===== config.mk =====
export PLATFORM = sky130hd
export DESIGN_NAME = led_delay_sequencer
export DESIGN_NICKNAME = d
export VERILOG_FILES = /design/src/rtl/led_delay_sequencer.sv
export SDC_FILE = /design/constraint.sdc
export NUM_CORES = 1
export LEC_CHECK = 0
export CORE_MARGIN = 3
export CORE_UTILIZATION = 53
export DETAILED_ROUTE_END_ITERATION = 6
export PLACE_DENSITY = 0.78
export SLEW_MARGIN = 20
export SYNTH_ARGS = -nofsm -noshare
export SYNTH_HDL_FRONTEND = slang
export SYNTH_SLANG_ARGS = --single-unit

===== constraint.sdc =====
create_clock -name clkin -period 2.45 [get_ports clkin]
set_input_delay 0.245 -clock clkin [delete_from_list [all_inputs] [get_ports clkin]]
set_output_delay 0.245 -clock clkin [all_outputs]
set_load 0.03 [all_outputs]

===== src/rtl/led_delay_sequencer.sv =====
// Reaction-timer sequencer: gates the clktick enable, lights an LED bar one
// LED per tick, then waits a pseudo-random number of ticks before pulsing time_out.
module led_delay_sequencer #(
  parameter int                N_LED  = 10,
  parameter int                LFSR_W = 7,
  parameter logic [LFSR_W-1:0] SEED   = {{(LFSR_W-1){1'b0}}, 1'b1}
) (
  input  logic              clkin,
  input  logic              rst,
  input  logic              trigger,
  input  logic              abort,
  input  logic              tick,
  output logic              tick_en,
  output logic [N_LED-1:0]  ledr,
  output logic [LFSR_W-1:0] delay_q,
  output logic              busy,
  output logic              time_out
);

  typedef enum logic [1:0] {
    S_IDLE,
    S_LIGHT,
    S_WAIT,
    S_DONE
  } state_t;

  state_t              state_q, state_d;
  logic [LFSR_W-1:0]   lfsr_q, lfsr_d;
  logic [LFSR_W-1:0]   cnt_q, cnt_d;
  logic [LFSR_W-1:0]   dly_q, dly_d;
  logic [N_LED-1:0]    ledr_q, ledr_d;
  logic                tick_en_q, tick_en_d;
  logic                busy_q, busy_d;
  logic                time_out_q, time_out_d;
  logic [N_LED-1:0]    led_shift;

  // Written as shift-or so a single-LED build needs no special case.
  assign led_shift = (ledr_q << 1) | N_LED'(1);

  // NOTE: every variable gets a default before the case so no path leaves it
  // unassigned; a missing default here would infer a latch.
  always_comb begin
    state_d    = state_q;
    lfsr_d     = {lfsr_q[LFSR_W-2:0], lfsr_q[LFSR_W-1] ^ lfsr_q[LFSR_W-2]};
    cnt_d      = cnt_q;
    dly_d      = dly_q;
    ledr_d     = ledr_q;
    tick_en_d  = tick_en_q;
    busy_d     = busy_q;
    time_out_d = 1'b0;

    case (state_q)
      S_IDLE: begin
        tick_en_d = 1'b0;
        busy_d    = 1'b0;
        if (trigger) begin
          state_d   = S_LIGHT;
          ledr_d    = '0;
          tick_en_d = 1'b1;
          busy_d    = 1'b1;
        end
      end

      S_LIGHT: begin
        if (abort) begin
          state_d   = S_IDLE;
          ledr_d    = '0;
          tick_en_d = 1'b0;
          busy_d    = 1'b0;
        end else if (tick) begin
          ledr_d = led_shift;
          if (led_shift[N_LED-1]) begin
            dly_d   = lfsr_q;
            cnt_d   = lfsr_q;
            state_d = S_WAIT;
          end
        end
      end

      S_WAIT: begin
        // Abort takes priority even over the tick that would end the wait.
        if (abort) begin
          state_d   = S_IDLE;
          ledr_d    = '0;
          tick_en_d = 1'b0;
          busy_d    = 1'b0;
        end else if (tick) begin
          if (cnt_q == LFSR_W'(1)) begin
            state_d    = S_DONE;
            ledr_d     = '0;
            tick_en_d  = 1'b0;
            time_out_d = 1'b1;
          end else begin
            cnt_d = cnt_q - LFSR_W'(1);
          end
        end
      end

      S_DONE: begin
        state_d = S_IDLE;
        busy_d  = 1'b0;
      end

      default: state_d = S_IDLE;
    endcase
  end

  // NOTE: sequential state uses non-blocking assignments so every flop samples
  // the pre-edge values of the others, matching the hardware register behaviour.
  always_ff @(posedge clkin) begin
    if (rst) begin
      state_q    <= S_IDLE;
      lfsr_q     <= SEED;
      cnt_q      <= '0;
      dly_q      <= '0;
      ledr_q     <= '0;
      tick_en_q  <= 1'b0;
      busy_q     <= 1'b0;
      time_out_q <= 1'b0;
    end else begin
      state_q    <= state_d;
      lfsr_q     <= lfsr_d;
      cnt_q      <= cnt_d;
      dly_q      <= dly_d;
      ledr_q     <= ledr_d;
      tick_en_q  <= tick_en_d;
      busy_q     <= busy_d;
      time_out_q <= time_out_d;
    end
  end

  assign tick_en  = tick_en_q;
  assign ledr     = ledr_q;
  assign delay_q  = dly_q;
  assign busy     = busy_q;
  assign time_out = time_out_q;

endmodule


==> out/results.md, run 1 <==
| Result | Reported | Unit |
|---|---|---|
| Relative area change from synthesis to final layout | 21.2 | % |
| Yosys cell types | 43 | - |
| Number of DRC violations after detailed routing | 0 | - |
| Post-synth EDFFs | 0 | - |
| Sequential share of the synthesized area | 41.8 | % |
| Post-Syn Area | 0.00173 | sq mm |
| TritonCTS Sinks | 36 | - |
| Post-DR vias/cell | 5.66 | - |
| H-tree Lvls | 2 | - |
| Endpoint class of the critical path | flip-flop | - |
| Antenna-violating nets left | 0 | - |
| Full die area | 0.00398 | sq mm |
| Global-route wire length before repair | 6.93 | mm |
| Number of nets in the finished design | 231 | - |
| Wire length per cell after detailed routing | 14.8 | um |
| TritonCTS clock tree | built | - |
| GPL Wtd Cong | 0.885 | - |
| Synthesized flop and latch total | 36 | - |
| Number of CTS-inserted buffers | 5 | - |
| GRT Util Overall | 21.3 | % |
| Number of rows created at floorplan | 20 | - |
| Final hold violation count | 0 | - |
| Vias post-DR | 1,494 | - |
| Cts repair resizes | 0 | - |
| Worst hold path type | flip-flop to flip-flop | - |
| Net Switching | 304 | uW |
| Gate Count Post-Synth | 194 | - |
| Outcome | complete, no violations | - |
| Top FF cell, synth | sky130_fd_sc_hd__dfxtp_1 | - |
| Clock share of power | 35.2 | % |
| Placeable Area | 0.00308 | sq mm |
| Final setup vio count | 0 | - |
| Clk_skew | 0.00767 | ns |
| Worst rel slew slack | 63.0 | % |
| Syn. warnings | 0 | - |
| Clock-pin slew of the registers on the worst-case setup and hold paths | 0.11 | ns |
| Type of the worst setup path | flip-flop to flip-flop | - |
| Y dimension of the die | 63.1 | um |
| Number of global-route vias before repair | 1,568 | - |
| Setup repair after global routing missed its margin | false | - |
| Portion of total power attributed to sequential cells | 51.9 | % |
| Arrival time at the worst endpoint | 2.28 | ns |
| Maximum fanout count along the critical path | 13 | - |
| Total half-perimeter wirelength after legalization and detailed placement | 2.86 | mm |
| Final worst path period need | 2.00 | ns |
| Total grt overflow | 0 | - |
| Total inserted antenna cells | 0 | - |
| Largest vdd supply drop | 0.403 | mV |
| Drt total wl | 3.91 | mm |
| Post-CTS setup-driven buffer insertion count | 0 | - |
| Detailed Route Iter0 Violations | 73 | - |
| Reported max-cap violation count | 0 | - |
| Critical path startpoint category | flip-flop | - |
| Critical Path RT | 2.73 | ns |
| Pin count of the biggest net entering global routing | 24 | - |
| Worst Hold Margin | 0.462 | ns |
| Number of primary I/O pins | 25 | - |
| Total negative setup slack | 0 | ns |
| Cts-stage hold buffer count | 0 | - |
| Max-slew violation total from the final report | 0 | - |
| Clk Tree Root Cell | sky130_fd_sc_hd__clkbuf_4 | - |
| Worst-Skew Late Latency | 0.33 | ns |
| Number of nets produced by synthesis | 206 | - |
| Switching power as a share of total power | 26.0 | % |
| Logic gate share of total power | 12.8 | % |
| Proportion of synthesized flip-flops having asynchronous set or reset | 0 | % |
| Share of cells above drive strength 1 | 9.55 | % |
| Avg Synthesized Cell Area | 8.89 | sq um |
| Clk buf depth | 2 | - |
| Peak clock frequency supported by timing | 0.500 | GHz |
| Final worst-path cycle share | 81.7 | % |
| Starting Density | 56.1 | % |
| Number of antenna violations at the first check in global routing | 0 | - |
| First-pass detailed-route iteration total | 4 | - |
| Number of buffer cells added on primary ports | 24 | - |
| Total internal power | 866 | uW |
| Power density cells | 560 | mW/mm^2 |
| Leakage Power | 0.897 | nW |
| Horizontal extent of the die | 63.1 | um |
| Least-Margin Pin Slew | 0.554 | ns |
## through the flow
stage / instances / area, sq um / utilization (%) / power [mW] / worst slack (ns)
4_1_cts: 264 / 2090 / 67.9 / 1.18 / 0.452
5_1_grt: 264 / 2090 / 67.9 / 1.22 / 0.291
6_report: 264 / 2090 / 67.9 / 1.17 / 0.450
3_5_place_dp: 256 / 2010 / 65.3 / 0.769 / 0.373
2_1_floorplan: 194 / 1730 / - / 0.719 / 0.611
3_3_place_gp: 256 / 2010 / 65.3 / 0.763 / 0.479
## worst max-delay path, stage by stage, from the launching register on
cell and delay, ns:
sky130_fd_sc_hd__dfxtp_1 0.41, sky130_fd_sc_hd__ha_1 0.19, sky130_fd_sc_hd__nor4b_4 0.40, sky130_fd_sc_hd__a21oi_2 0.25, sky130_fd_sc_hd__or4_1 0.54, sky130_fd_sc_hd__a21oi_1 0.14
## sequential cells by signal (all words and copies together) (netlist names)
name      count
ledr         10
cnt_q         7
delay_q       7
lfsr_q        7
state_q       2
busy          1
tick_en       1
time_out      1
## logic make-up (layout without fill, tap and decap cells)
group,after synthesis,count (layout),synth area share [%]
simple gates,67,67,21.8
compound gates,61,61,25.1
flops,36,36,41.8
buf+inv,20,46,4.50
fa+ha+maj,7,7,5.08
mux,2,2,1.31
xor+xnor,1,1,0.508
## cells in the mapped netlist (2+ instances only)
cell type                  instances  area (sq um)
sky130_fd_sc_hd__a31oi_1           3          18.8
sky130_fd_sc_hd__nor4_1            3          18.8
sky130_fd_sc_hd__nand3b_1          2          15.0
sky130_fd_sc_hd__nand2_1          21          78.8
sky130_fd_sc_hd__or4_1             2          15.0
sky130_fd_sc_hd__nor2_2            2          12.5
sky130_fd_sc_hd__nor3_1            2          10.0
sky130_fd_sc_hd__o211a_1           8          80.1
sky130_fd_sc_hd__and3_1            3          18.8
sky130_fd_sc_hd__inv_1            10          37.5
sky130_fd_sc_hd__nand2b_1          5          31.3
sky130_fd_sc_hd__nor2_1            7          26.3
sky130_fd_sc_hd__clkbuf_1          8          30.0
sky130_fd_sc_hd__a21oi_1          19          95.1
sky130_fd_sc_hd__nor2b_1           8          50.1
sky130_fd_sc_hd__mux2_2            2          22.5
sky130_fd_sc_hd__a41o_1            8          80.1
sky130_fd_sc_hd__o21ai_0          11          55.1
sky130_fd_sc_hd__dfxtp_1          36           721
sky130_fd_sc_hd__nand3_1           4          20.0
sky130_fd_sc_hd__buf_2             2          10.0
sky130_fd_sc_hd__ha_1              7          87.6
## layer usage
layer	routed length (um)	global-route usage, %
met5	0	0
met4	48	8.82
met3	153	5.53
met2	1990	35.0
met1	1710	26.3
## final timing paths
check	from	endpoint	slack [ns]	depth (start not counted)
min	delay_q[5]$_SDFFE_PP0P_	delay_q[5]$_SDFFE_PP0P_	0.46	2
max	cnt_q[0]$_SDFFE_PP0P_	state_q[1]$_SDFFE_PP0P_	0.45	5
min reg2reg	delay_q[5]$_SDFFE_PP0P_	delay_q[5]$_SDFFE_PP0P_	0.46	2
max reg2reg	cnt_q[0]$_SDFFE_PP0P_	state_q[1]$_SDFFE_PP0P_	0.45	5
## placed cells by master (no fill, tap or decap), drive strengths merged, types with 4 or more instances in the layout
cell           count
nor2               9
clkbuf             5
inv               10
a41o               8
clkdlybuf4s50     24
ha                 7
o211a              8
buf                4
a21oi             20
nand2             21
dfxtp             36
o21ai             12
nand3              4
nor2b              8
nand2b             5
## layout make-up
| cell class | count | area (sq um) |
|---|---|---|
| multi-input cells | 138 | 927 |
| flip-flops and latches | 36 | 721 |
| clock buffers | 5 | 37.5 |
| clock inverters | 3 | 42.5 |
| fillers | 250 | 987 |
| repair buffers | 28 | 270 |
| inverters | 10 | 37.5 |
| well taps | 44 | 55.1 |
## power groups by stage
stage | Combinational, mW | Sequential [mW] | Clock (mW)
6_report | 0.150 | 0.607 | 0.412
5_1_grt | 0.167 | 0.609 | 0.444
4_1_cts | 0.149 | 0.607 | 0.419
3_5_place_dp | 0.148 | 0.621 | 0
3_3_place_gp | 0.143 | 0.620 | 0
2_1_floorplan | 0.0906 | 0.629 | 0
No activity file was read; power rests on OpenSTA's default activity.
==> inputs of run 2 (changes only) <==
- clock period: 2.45 -> 1.9 ns (I/O delays scaled with it)
==> out/results.md, run 2 (synthesis gave the netlist of run 1 again) <==
| Result | Reported | Unit | vs previous |
|---|---|---|---|
| Outcome | complete, no violations | - | unchanged |
| Cell breakdown of the critical path | inv_1 > ha_1 > nor4b_4 > buf_6 > a21oi_2 > or4_1 > a21oi_2 | - | was ha_1 > nor4b_4 > a21oi_2 > or4_1 > a21oi_1 |
| Endpoint of the worst register-to-register path | state_q[1]$_SDFFE_PP0P_ | - | unchanged |
| Final hold violation count | 0 | - | unchanged |
| Total internal power | 1.00 | mW | was 866 uW |
| Leakage Power | 0.932 | nW | was 0.897 nW |
| Worst hold path type | flip-flop to flip-flop | - | unchanged |
| TritonCTS clock tree | built | - | unchanged |
| Clk Tree Root Cell | sky130_fd_sc_hd__clkbuf_4 | - | unchanged |
| Total negative setup slack | 0 | ns | unchanged |
| Clk_skew | 0.00972 | ns | was 0.00767 ns |
| Startpoint of the worst hold path | delay_q[4]$_SDFFE_PP0P_ | - | was delay_q[5]$_SDFFE_PP0P_ |
| Dominant cell type by count on the critical path | sky130_fd_sc_hd__a21oi_2 | - |  |
| Final worst-path cycle share | 97.9 | % | was 81.7% |
| Pin count of the biggest net entering global routing | 24 | - | unchanged |
| Setup slack of the most critical reg-to-reg path | 0.04 | ns | was 0.45 ns |
| Worst rel slew slack | 67.3 | % | was 63.0% |
| Number of DRC violations after detailed routing | 0 | - | unchanged |
| Least-Margin Pin Slew | 0.489 | ns | was 0.554 ns |
| GPL Wtd Cong | 0.956 | - | was 0.885 |
| Worst Hold Margin | 0.468 | ns | was 0.462 ns |
| Final worst path period need | 1.86 | ns | was 2.00 ns |
| Horizontal extent of the die | 63.1 | um | unchanged |
| Power density cells | 661 | mW/mm^2 | was 560 mW/mm^2 |
| Share of cells above drive strength 1 | 14.9 | % | was 9.55% |
| Number of rows created at floorplan | 20 | - | unchanged |
| Endpoint class of the critical path | flip-flop | - | unchanged |
| Worst r2r path cells | 7 | - | was 5 |
| Total half-perimeter wirelength after legalization and detailed placement | 2.77 | mm | was 2.86 mm |
| Highest-count cells in the layout ignoring fill and taps | sky130_fd_sc_hd__dfxtp_1 (35), sky130_fd_sc_hd__clkdlybuf4s50_1 (24), sky130_fd_sc_hd__nand2_1 (21), sky130_fd_sc_hd__a21oi_1 (17) | - | was sky130_fd_sc_hd__dfxtp_1 (36), sky130_fd_sc_hd__clkdlybuf4s50_1 (24), sky130_fd_sc_hd__nand2_1 (21), sky130_fd_sc_hd__a21oi_1 (19), sky130_fd_sc_hd__o21ai_0 (11) |
| Drt total wl | 4.06 | mm | was 3.91 mm |
| Global-route wire length before repair | 7.08 | mm | was 6.93 mm |
| Total power | 1.42 | mW | was 1.17 mW |
| Total inserted antenna cells | 0 | - | unchanged |
| Type of the worst setup path | flip-flop to flip-flop | - | unchanged |
| Logic gate share of total power | 15.2 | % | was 12.8% |
| Antenna-violating nets left | 0 | - | unchanged |
| Total grt overflow | 0 | - | unchanged |
| Maximum fanout count along the critical path | 7 | - | was 13 |
| Worst-Skew Late Latency | 0.36 | ns | was 0.33 ns |
| Number of primary I/O pins | 25 | - | unchanged |
| Number of CTS-inserted buffers | 5 | - | unchanged |
| Vias post-DR | 1,610 | - | was 1,494 |
| Number of antenna violations at the first check in global routing | 0 | - | unchanged |
| Clk buf depth | 2 | - | unchanged |
| Clock-pin slew of the registers on the worst-case setup and hold paths | 0.12 | ns | was 0.11 ns |
| # fillers | 243 | - | was 250 |
| Arrival time at the worst endpoint | 2.15 | ns | was 2.28 ns |
| Worst slack after detailed placement | 0.0208 | ns | was 0.373 ns |
| Full die area | 0.00398 | sq mm | unchanged |
| Detailed Route Iter0 Violations | 122 | - | was 73 |
| Layout Utilization | 69.9 | % | was 67.9% |
| Number of global-route vias before repair | 1,585 | - | was 1,568 |
| Net Switching | 421 | uW | was 304 uW |
| Final setup vio count | 0 | - | unchanged |
| Worst setup path start | cnt_q[1]$_SDFFE_PP0P_ | - | was cnt_q[0]$_SDFFE_PP0P_ |
| Max-slew violation total from the final report | 0 | - | unchanged |
| Critical Path RT | 2.19 | ns | was 2.73 ns |
| H-tree Lvls | 2 | - | unchanged |
| CP Capture Point | state_q[1]$_SDFFE_PP0P_ | - | unchanged |
| Crit path max-delay cell type | sky130_fd_sc_hd__or4_1 | - | unchanged |
| Starting Density | 56.1 | % | unchanged |
| Critical path startpoint category | flip-flop | - | unchanged |
| GRT Util Overall | 22.2 | % | was 21.3% |
| Critical Path Max Stage Delay | 0.56 | ns | was 0.54 ns |
| Post-CTS setup-driven buffer insertion count | 0 | - | unchanged |
| Reported max-cap violation count | 0 | - | unchanged |
| Relative area change from synthesis to final layout | 24.7 | % | was 21.2% |
| Placeable Area | 0.00308 | sq mm | unchanged |
| First-pass detailed-route iteration total | 4 | - | unchanged |
| TritonCTS Sinks | 36 | - | unchanged |
| Worst reg2reg path startpoint | cnt_q[1]$_SDFFE_PP0P_ | - | was cnt_q[0]$_SDFFE_PP0P_ |
| Number of buffer cells added on primary ports | 24 | - | unchanged |
| Most frequent standard cell in the layout excluding fill and tap cells | sky130_fd_sc_hd__dfxtp_1 | - | unchanged |
| Y dimension of the die | 63.1 | um | unchanged |
| Switching power as a share of total power | 29.6 | % | was 26.0% |
| Clock share of power | 29.7 | % | was 35.2% |
| Worst setup margin | 0.0393 | ns | was 0.450 ns |
| Peak clock frequency supported by timing | 0.537 | GHz | was 0.500 GHz |
| Portion of total power attributed to sequential cells | 55.1 | % | was 51.9% |
| Number of nets in the finished design | 239 | - | was 231 |
| Wire length per cell after detailed routing | 14.9 | um | was 14.8 um |
| Largest vdd supply drop | 0.501 | mV | was 0.403 mV |
| Setup repair after global routing missed its margin | true | - | was false |
| Flip-flop count of the largest register, all copies and words added | 10 | - | unchanged |
| Post-DR vias/cell | 5.92 | - | was 5.66 |
## run 2: cell type report
| type | count | area [sq um] | share of cell area (%) |
|---|---|---|---|
| Inverter | 10 | 37.5 | 1.74 |
| Timing Repair Buffer | 36 | 334 | 15.5 |
| Sequential cell | 36 | 722 | 33.5 |
| Multi-Input combinational cell | 138 | 947 | 44.0 |
| Clock inverter | 3 | 18.8 | 0.872 |
| Clock buffer | 5 | 37.5 | 1.74 |
| Tap cell | 44 | 55.1 | 2.56 |
## run 2: routing by layer
| layer | vias up | wire (um) | global-route usage, % |
|---|---|---|---|
| li1 | 770 | - | - |
| met1 | 795 | 1730 | 26.0 |
| met2 | 36 | 2080 | 37.8 |
| met3 | 9 | 163 | 5.53 |
| met4 | 0 | 89 | 10.5 |
| met5 | - | 0 | 0 |
## run 2: how the worst min path moves through the flow
stage | cells past startpoint | end | slack (ns)
detailed placement | 2 | delay_q[3]$_SDFFE_PP0P_ | 0.45
CTS | 2 | delay_q[3]$_SDFFE_PP0P_ | 0.47
floorplan | 1 | lfsr_q[1]$_SDFF_PP0_ | 0.26
global placement | 2 | delay_q[4]$_SDFFE_PP0P_ | 0.45
finish | 2 | delay_q[4]$_SDFFE_PP0P_ | 0.47
global route | 2 | delay_q[0]$_SDFFE_PP0P_ | 0.50
## run 2: what timing repair did
action,CTS,global route
setup endpoints to repair,2,12
hold buffers,0,0
pin swaps,0,1
resized for setup,1,6
## run 2: metrics by stage
step                area (sq um)  instances
detailed placement          2070        264
global route                2150        272
global placement            2070        264
floorplan                   1730        194
CTS                         2130        272
finish                      2150        272
## run 2: power by group through the flow
stage	combinational, mW	clock (mW)	sequential, mW
3_3_place_gp	0.191	0	0.799
3_5_place_dp	0.199	0	0.801
6_report	0.216	0.422	0.783
2_1_floorplan	0.117	0	0.811
5_1_grt	0.234	0.470	0.787
4_1_cts	0.203	0.427	0.783
## run 2: critical path: cells and delay by family, from the launching register on
kind	cells	cell delay (ns)
flip-flops	1	0.33
AND/OR/NAND/NOR	2	0.78
buffers and inverters	2	0.23
AO/OA/AOI/OAI	2	0.26
adder cells (fa/ha/maj)	1	0.17
==> inputs of run 3 (changes only) <==
- CTS_CLUSTER_SIZE: unset -> 16
- GPL_TIMING_DRIVEN: unset -> 0
- REMOVE_ABC_BUFFERS: unset -> 1
==> out/results.md, run 3 (synthesis gave the netlist of run 1 again) <==
| Result | Reported | Unit | vs previous |
|---|---|---|---|
| Vias post-DR | 1,564 | - | was 1,610 |
| Area of combinational cells with multiple inputs | 992 | sq um | was 947 sq um |
| Pin count of the biggest net entering global routing | 25 | - | was 24 |
| GRT Util Overall | 23.0 | % | was 22.2% |
| Placeable Area | 0.00308 | sq mm | unchanged |
| Leakage Power | 0.891 | nW | was 0.932 nW |
| Number of rows created at floorplan | 20 | - | unchanged |
| Share of cells above drive strength 1 | 15.0 | % | was 14.9% |
| Worst r2r path cells | 6 | - | was 7 |
| Cell breakdown of the critical path | inv_1 > ha_2 > mux2_2 > nand3b_1 > a21oi_1 > o221a_2 | - | was inv_1 > ha_1 > nor4b_4 > buf_6 > a21oi_2 > or4_1 > a21oi_2 |
| Max-slew violation total from the final report | 0 | - | unchanged |
| GPL Wtd Cong | 0.844 | - | was 0.956 |
| Number of CTS-inserted buffers | 5 | - | unchanged |
| Number of global-route vias before repair | 1,538 | - | was 1,585 |
| Worst hold path type | primary input to flip-flop | - | was flip-flop to flip-flop |
| Peak clock frequency supported by timing | 0.551 | GHz | was 0.537 GHz |
| Horizontal extent of the die | 63.1 | um | unchanged |
| Switching power as a share of total power | 28.5 | % | was 29.6% |
| Full die area | 0.00398 | sq mm | unchanged |
| Y dimension of the die | 63.1 | um | unchanged |
| Clk Tree Root Cell | sky130_fd_sc_hd__clkbuf_4 | - | unchanged |
| Setup repair after global routing missed its margin | false | - | was true |
| Clk_skew | 0.00844 | ns | was 0.00972 ns |
| Final setup vio count | 0 | - | unchanged |
| First-pass detailed-route iteration total | 4 | - | unchanged |
| Portion of total power attributed to sequential cells | 54.4 | % | was 55.1% |
| Reported max-cap violation count | 0 | - | unchanged |
| Detailed Route Iter0 Violations | 97 | - | was 122 |
| Worst reg2reg path startpoint | state_q[1]$_SDFFE_PP0P_ | - | was cnt_q[1]$_SDFFE_PP0P_ |
| Outcome | complete, no violations | - | unchanged |
| Setup slack of the most critical reg-to-reg path | 0.08 | ns | was 0.04 ns |
| Sequential cell area | 723 | sq um | was 722 sq um |
| Antenna-violating nets left | 0 | - | unchanged |
| Final worst path period need | 1.82 | ns | was 1.86 ns |
| Clock share of power | 31.1 | % | was 29.7% |
| Post-DR vias/cell | 5.92 | - | about the same |
| Endpoint of the worst register-to-register path | cnt_q[6]$_SDFFE_PP0P_ | - | was state_q[1]$_SDFFE_PP0P_ |
| Power density cells | 672 | mW/mm^2 | was 661 mW/mm^2 |
| Logic gate share of total power | 14.5 | % | was 15.2% |
| Least-Margin Pin Slew | 0.534 | ns | was 0.489 ns |
| Type of the worst setup path | flip-flop to flip-flop | - | unchanged |
| Wire length per cell after detailed routing | 15.5 | um | was 14.9 um |
| Net Switching | 411 | uW | was 421 uW |
| Number of nets in the finished design | 231 | - | was 239 |
| Number of antenna violations at the first check in global routing | 0 | - | unchanged |
| Cell area after layout | 0.00214 | sq mm | was 0.00215 sq mm |
| CP Capture Point | cnt_q[6]$_SDFFE_PP0P_ | - | was state_q[1]$_SDFFE_PP0P_ |
| Clk buf depth | 2 | - | unchanged |
| Total inserted antenna cells | 0 | - | unchanged |
| Clock-pin slew of the registers on the worst-case setup and hold paths | 0.11 | ns | was 0.12 ns |
| Final cell count without fillers | 264 | - | was 272 |
| Post-placement cell count | 252 | - | was 264 |
| Drt total wl | 4.09 | mm | was 4.06 mm |
| H-tree Lvls | 2 | - | unchanged |
| Arrival time at the worst endpoint | 2.06 | ns | was 2.15 ns |
| Critical Path Max Stage Delay | 0.37 | ns | was 0.56 ns |
| Highest-count cells in the layout ignoring fill and taps | sky130_fd_sc_hd__dfxtp_1 (34), sky130_fd_sc_hd__clkdlybuf4s50_1 (23), sky130_fd_sc_hd__nand2_1 (21), sky130_fd_sc_hd__a21oi_1 (19), sky130_fd_sc_hd__o21ai_0 (11) | - | was sky130_fd_sc_hd__dfxtp_1 (35), sky130_fd_sc_hd__clkdlybuf4s50_1 (24), sky130_fd_sc_hd__nand2_1 (21), sky130_fd_sc_hd__a21oi_1 (17) |
| TritonCTS Sinks | 36 | - | unchanged |
| Number of primary I/O pins | 25 | - | unchanged |
| TritonCTS clock tree | built | - | unchanged |
| Total grt overflow | 0 | - | unchanged |
| Final worst-path cycle share | 95.5 | % | was 97.9% |
| # fillers | 258 | - | was 243 |
| Maximum fanout count along the critical path | 8 | - | was 7 |
| Worst-Skew Late Latency | 0.34 | ns | was 0.36 ns |
| Crit path max-delay cell type | sky130_fd_sc_hd__dfxtp_1 | - | was sky130_fd_sc_hd__or4_1 |
| Endpoint class of the critical path | flip-flop | - | unchanged |
| Flip-flop count of the largest register, all copies and words added | 10 | - | unchanged |
| Critical path startpoint category | flip-flop | - | unchanged |
| Global-route wire length before repair | 7.36 | mm | was 7.08 mm |
| Most frequent standard cell in the layout excluding fill and tap cells | sky130_fd_sc_hd__dfxtp_1 | - | unchanged |
| Number of DRC violations after detailed routing | 0 | - | unchanged |
| Worst rel slew slack | 64.1 | % | was 67.3% |
| Standard cell area after detailed placement | 0.00198 | sq mm | was 0.00207 sq mm |
| Total internal power | 1.03 | mW | was 1.00 mW |
| Final hold violation count | 0 | - | unchanged |
| Relative area change from synthesis to final layout | 24.2 | % | was 24.7% |
| Largest vdd supply drop | 0.542 | mV | was 0.501 mV |
| Number of buffer cells added on primary ports | 24 | - | unchanged |
| Worst setup path start | state_q[1]$_SDFFE_PP0P_ | - | was cnt_q[1]$_SDFFE_PP0P_ |
| Total half-perimeter wirelength after legalization and detailed placement | 2.70 | mm | was 2.77 mm |
| Starting Density | 56.1 | % | unchanged |
| Critical Path RT | 2.15 | ns | was 2.19 ns |
run 3: critical path: cells and delay by family (launching register included):
family	cells	cell delay (ns)
compound gates	2	0.35
flops	1	0.37
buf+inv	1	0.12
simple gates	1	0.26
mux	1	0.36
fa+ha+maj	1	0.26
run 3: power by group through the flow:
stage	logic (mW)	registers, mW	clock network, mW
2_1_floorplan	0.106	0.811	0
3_3_place_gp	0.175	0.799	0
3_5_place_dp	0.182	0.801	0
4_1_cts	0.202	0.784	0.460
5_1_grt	0.229	0.787	0.509
6_report	0.208	0.784	0.447
run 3: metal layers:
layer	share of wire [%]	track usage, %	up-vias
li1	-	-	755
met1	42	27.8	717
met2	48	38.1	75
met3	7.7	6.42	17
met4	2.8	9.64	0
met5	0	0	-
run 3: how the worst min path moves through the flow:
stage	start	end	slack (ns)	depth (start not counted)
floorplan	rst	lfsr_q[3]$_SDFF_PP0_	0.26	1
global placement	delay_q[0]$_SDFFE_PP0P_	delay_q[0]$_SDFFE_PP0P_	0.44	2
detailed placement	delay_q[0]$_SDFFE_PP0P_	delay_q[0]$_SDFFE_PP0P_	0.45	2
CTS	delay_q[0]$_SDFFE_PP0P_	delay_q[0]$_SDFFE_PP0P_	0.47	2
global route	rst	lfsr_q[3]$_SDFF_PP0_	0.37	2
finish	rst	lfsr_q[3]$_SDFF_PP0_	0.36	2
run 3: what timing repair did:
item                                    CTS  global route
hold buffers                              0             0
endpoints found under the setup margin   27            25
gates resized for setup                  11             8
pin swaps                                 0             1
buffers inserted                          4             0
run 3: cell type report:
class,count,area share [%]
flip-flops and latches,36,33.7
repair buffers,28,12.4
inverters,10,1.93
clock inverters,2,0.701
clock buffers,6,2.39
multi-input cells,138,46.3
well taps,44,2.57
run 3: metrics by stage:
step / utilization [%] / power, mW / setup slack [ns] / hold WS (ns) / setup TNS, ns
6_report: 69.6 / 1.44 / 0.0849 / 0.363 / 0
5_1_grt: 69.6 / 1.53 / 0.00691 / 0.374 / 0
4_1_cts: 69.1 / 1.45 / 0.0466 / 0.465 / 0
3_5_place_dp: 64.3 / 0.983 / -0.606 / 0.450 / -8.30
3_3_place_gp: 64.3 / 0.975 / -0.558 / 0.443 / -6.80
2_1_floorplan: - / 0.917 / 0.0314 / 0.257 / 0
